===== src/rtl/penc_rr_arb_16.sv =====
// rtl/penc_rr_arb_16.sv - sixteen-requester round-robin arbiter with hold-limit watchdog
module penc_rr_arb_16 #(
    parameter int unsigned MAX_HOLD = 256
) (
    input  logic        clk,
    input  logic        reset_n,
    input  logic [15:0] req,
    input  logic        done,
    output logic        gnt_val,
    output logic [3:0]  gnt_idx,
    output logic [15:0] gnt_oh,
    output logic        timeout
);

    localparam logic IDLE = 1'b0;
    localparam logic BUSY = 1'b1;

    localparam bit          WD_EN     = (MAX_HOLD != 0);
    localparam logic [15:0] HOLD_LAST = (MAX_HOLD == 0) ? 16'd0 : 16'(MAX_HOLD - 1);

    logic        state_q, state_d;
    logic [3:0]  ptr_q, ptr_d;
    logic [15:0] hold_cnt_q, hold_cnt_d;
    logic [3:0]  gnt_idx_q, gnt_idx_d;
    logic [15:0] gnt_oh_q, gnt_oh_d;
    logic        timeout_q, timeout_d;

    logic        win_any;
    logic [3:0]  win_idx;
    logic [3:0]  cand;
    logic        wd_hit;

    // Scan from the highest offset down so the nearest request at/after ptr is the last one to stick.
    always_comb begin
        win_any = 1'b0;
        win_idx = ptr_q;
        cand    = ptr_q;
        for (int i = 15; i >= 0; i--) begin
            cand = ptr_q + 4'(i);
            if (req[cand]) begin
                win_any = 1'b1;
                win_idx = cand;
            end
        end
    end

    assign wd_hit = WD_EN && (hold_cnt_q == HOLD_LAST) && !done;

    always_comb begin
        state_d    = state_q;
        ptr_d      = ptr_q;
        hold_cnt_d = hold_cnt_q;
        gnt_idx_d  = gnt_idx_q;
        gnt_oh_d   = gnt_oh_q;
        timeout_d  = 1'b0;
        if (state_q == IDLE) begin
            if (win_any) begin
                state_d    = BUSY;
                gnt_idx_d  = win_idx;
                gnt_oh_d   = 16'b1 << win_idx;
                ptr_d      = win_idx + 4'd1;
                hold_cnt_d = 16'd0;
            end
        end else begin
            hold_cnt_d = (hold_cnt_q == 16'hFFFF) ? hold_cnt_q : hold_cnt_q + 16'd1;
            if (done || wd_hit) begin
                timeout_d = wd_hit;
                if (win_any) begin
                    gnt_idx_d  = win_idx;
                    gnt_oh_d   = 16'b1 << win_idx;
                    ptr_d      = win_idx + 4'd1;
                    hold_cnt_d = 16'd0;
                end else begin
                    state_d  = IDLE;
                    gnt_oh_d = 16'd0;
                end
            end
        end
    end

    always_ff @(posedge clk) begin
        if (!reset_n) begin
            state_q    <= IDLE;
            ptr_q      <= 4'd0;
            hold_cnt_q <= 16'd0;
            gnt_idx_q  <= 4'd0;
            gnt_oh_q   <= 16'd0;
            timeout_q  <= 1'b0;
        end else begin
            state_q    <= state_d;
            ptr_q      <= ptr_d;
            hold_cnt_q <= hold_cnt_d;
            gnt_idx_q  <= gnt_idx_d;
            gnt_oh_q   <= gnt_oh_d;
            timeout_q  <= timeout_d;
        end
    end

    assign gnt_val = (state_q == BUSY);
    assign gnt_idx = gnt_idx_q;
    assign gnt_oh  = gnt_oh_q;
    assign timeout = timeout_q;

endmodule

===== config.mk =====
export PLATFORM = sky130hd
export DESIGN_NAME = penc_rr_arb_16
export DESIGN_NICKNAME = d
export VERILOG_FILES = /design/src/rtl/penc_rr_arb_16.sv
export SDC_FILE = /design/constraint.sdc
export NUM_CORES = 1
export LEC_CHECK = 0
export ABC_AREA = 1
export CELL_PAD_IN_SITES_DETAIL_PLACEMENT = 1
export CELL_PAD_IN_SITES_GLOBAL_PLACEMENT = 2
export CORE_ASPECT_RATIO = 0.75
export CORE_MARGIN = 2
export CORE_UTILIZATION = 30
export DETAILED_ROUTE_END_ITERATION = 6
export PLACE_DENSITY_LB_ADDON = 0.1
export SYNTH_ARGS = -nofsm -noshare
export SYNTH_HDL_FRONTEND = slang
export SYNTH_SLANG_ARGS = --single-unit

===== constraint.sdc =====
create_clock -name clk -period 3.8 [get_ports clk]
set_input_delay 0.76 -clock clk [delete_from_list [all_inputs] [get_ports clk]]
set_output_delay 0.76 -clock clk [all_outputs]
set_load 0.01 [all_outputs]

==> impl_metrics.ini <==
[global_routing]
antenna_found_initial = 0
overflow = 0
grt_max_degree = 24
grt_pass1_vias = 4088
grtUsageTotal_pct = 20.1
grt_pass1_wl_mm = 21.6

[floorplan]
start_util_pct = 30.8
coreArea_um2 = 12300
die_w_um = 134
fp-row-count = 35
chipHeight_um = 101
ios = 41
die-area_um2 = 13600

[synthesis]
ys_ff_latch = 42
yosysWarnings = 0
syn_nets = 666
synth_area_per_cell_um2 = 5.94
synth-async-reset-ratio_pct = 0
netlist_instances = 638
synth_cell_types = 42
synth_area_um2 = 3790
yosysSeqAreaShare_pct = 22.2
ys.flop_type = dfxtp_1
synth_edf_count = 0

[route]
first_pass_iters = 4
drtAntennaViolNets = 0
wl_per_cell_um = 15.3
post_drt_via_cell_ratio = 4.93
drtIter0Drc = 258
drcViolationCount = 0
routed_wl_mm = 13.0
num_vias = 4193

[power]
powerDensity_nw_per_um2 = 1070
total_power_mw = 4.87
p_leak_nw = 2.06
ir_drop_uv = 257

[clock_tree]
ctsHoldBuffers = 0
cts-buffers-inserted = 5
htree_num_levels = 2
cts-root-buf = clkbuf_16
clkTransAtPathRegs_ns = 0.06
clock-sinks = 42
clkLatencyLatePin_ns = 0.29
post_cts_resized = 0
postCtsSetupBuffers = 0
cts_tree = built
clockBufferDepth = 2

[placement]
place_hpwl_mm = 10.5
dp_slack_ns = 0.0579
place_congestion = 0.916
numPortBuffers = 40

[finish]
final_common_cell = nand2_1
areaGrowthSynthToFinish_pct = 20.3
drive_gt1_share_pct = 12.0
fin_nets = 712
num_antenna_cells = 0
mostFrequentLayoutCells = nand2_1, nand3_1, a21oi_1

[sta]
finalWorstSetupSlack_ns = 0.340
worstMarginPinSlew_ns = 0.355
fin_setup_tns_ns = 0
drv_slew = 0
rsz0062_at_grt = no
post-route-min-period_ns = 3.46
setup-violations-final = 0
fin_skew_ns = 0.00752
hold_viol = 0
max_freq_mhz = 289
finalCritPeriodShare_pct = 91.1
slew-limit-headroom_pct = 76.1

[hold_path]
hold_class = reg2reg
hold_depth = 2
whs_endpoint = gnt_oh[15]
hold_start = gnt_oh[15]

[setup_path]
worst_path_largest_cell_delay_ns = 0.48
rrSetupSlack_ns = 0.37
reg2reg_depth = 29
crit_start = req[7]
cp.required_ns = 3.97
startpoint_type = input port
crit_type = in2reg
cp-end-kind = flip-flop
cp_max_fo = 7
crit_slowest_cell = clkdlybuf4s50_1
rr_startpoint = ptr_q[1]
r2r_end = ptr_q[2]
timing.critical_path.mode_cell = nand2_1
cp.arrival_ns = 3.63

[outcome]
outcome = complete, no violations

[run]
max-cap-violations = 0
==> cells in the mapped netlist (3+ instances only) <==
| cell type | number | area share (%) |
|---|---|---|
| inv_2 | 12 | 1.2 |
| clkbuf_1 | 3 | 0.30 |
| o211ai_1 | 6 | 1.2 |
| nor2_1 | 27 | 2.7 |
| a21oi_1 | 60 | 7.9 |
| dfxtp_1 | 42 | 22 |
| nand3_1 | 86 | 11 |
| o21ai_1 | 6 | 0.79 |
| nand3_2 | 4 | 1.1 |
| a21oi_2 | 3 | 0.69 |
| nand2_2 | 13 | 2.1 |
| xor2_1 | 5 | 1.2 |
| nor4_1 | 7 | 1.2 |
| buf_2 | 5 | 0.66 |
| xnor2_1 | 3 | 0.69 |
| ha_1 | 9 | 3.0 |
| buf_6 | 6 | 1.8 |
| nor2_2 | 5 | 0.83 |
| nor2_4 | 4 | 1.2 |
| o21ai_0 | 7 | 0.92 |
| nand2_4 | 7 | 2.1 |
| inv_1 | 59 | 5.8 |
| nand2_1 | 234 | 23 |
| xor2_2 | 3 | 1.3 |
==> worst max path at each step <==
stage,end,slack [ns],cells past startpoint
3_5_place_dp,ptr_q[2],0.06,29
4_1_cts,ptr_q[2],0.26,30
2_1_floorplan,ptr_q[2],0.59,31
5_1_grt,ptr_q[2],0.02,29
6_report,ptr_q[2],0.34,29
3_3_place_gp,ptr_q[2],0.14,29
==> flip-flops by register name, summed over array words and instances (netlist names) <==
name,count
hold_cnt_q,16
timeout,1
ptr_q,4
gnt_idx,4
gnt_val,1
gnt_oh,16
==> power by group <==
part | switching (mW) | leakage (nW) | total (mW) | internal [mW]
sequential | 0.0401 | 0.341 | 0.548 | 0.508
clock | 0.179 | 0.0771 | 0.489 | 0.310
combinational | 2.63 | 1.65 | 3.84 | 1.20
total | 2.85 | 2.06 | 4.87 | 2.02
==> critical path, delay by kind of cell <==
| family | cells | cell delay, ns |
|---|---|---|
| buffers and inverters | 3 | 0.59 |
| and+or+nand+nor | 23 | 1.79 |
| AOI/OAI and AO/OA | 2 | 0.23 |
| adders and majority gates | 1 | 0.26 |
==> routing by layer <==
| metal | GRT usage (%) | up-vias | wire [um] |
|---|---|---|---|
| li1 | - | 2144 | - |
| met1 | 31.5 | 1979 | 7250 |
| met2 | 29.3 | 59 | 5190 |
| met3 | 2.95 | 11 | 507 |
| met4 | 2.70 | 0 | 99 |
| met5 | 0 | - | 0 |
==> cell families after synthesis <==
| logic type | synth area share [%] |
|---|---|
| AOI/OAI and AO/OA | 12.9 |
| xor gates and xnor gates | 3.57 |
| adders and majority gates | 2.97 |
| buffers and inverters | 10.8 |
| DFF | 22.2 |
| and+or+nand+nor | 47.5 |
==> per-stage QoR <==
step	cells	hold slack (ns)	util [%]	cell area, um^2
6_report	851	0.466	37.0	4560
4_1_cts	851	0.469	37.0	4560
3_5_place_dp	843	0.459	35.7	4390
5_1_grt	851	0.498	37.0	4560
3_3_place_gp	843	0.454	35.7	4390
2_1_floorplan	638	0.458	-	3790
==> cell type report <==
type,count,area [um^2]
clock inverter,2,37.5
multi-input combinational,505,2540
timing repair buffer,55,513
inverter,75,290
clock buffer,6,129
sequential,42,841
tap,166,208
fill,1658,7750
(Power assumes the default switching activity.)
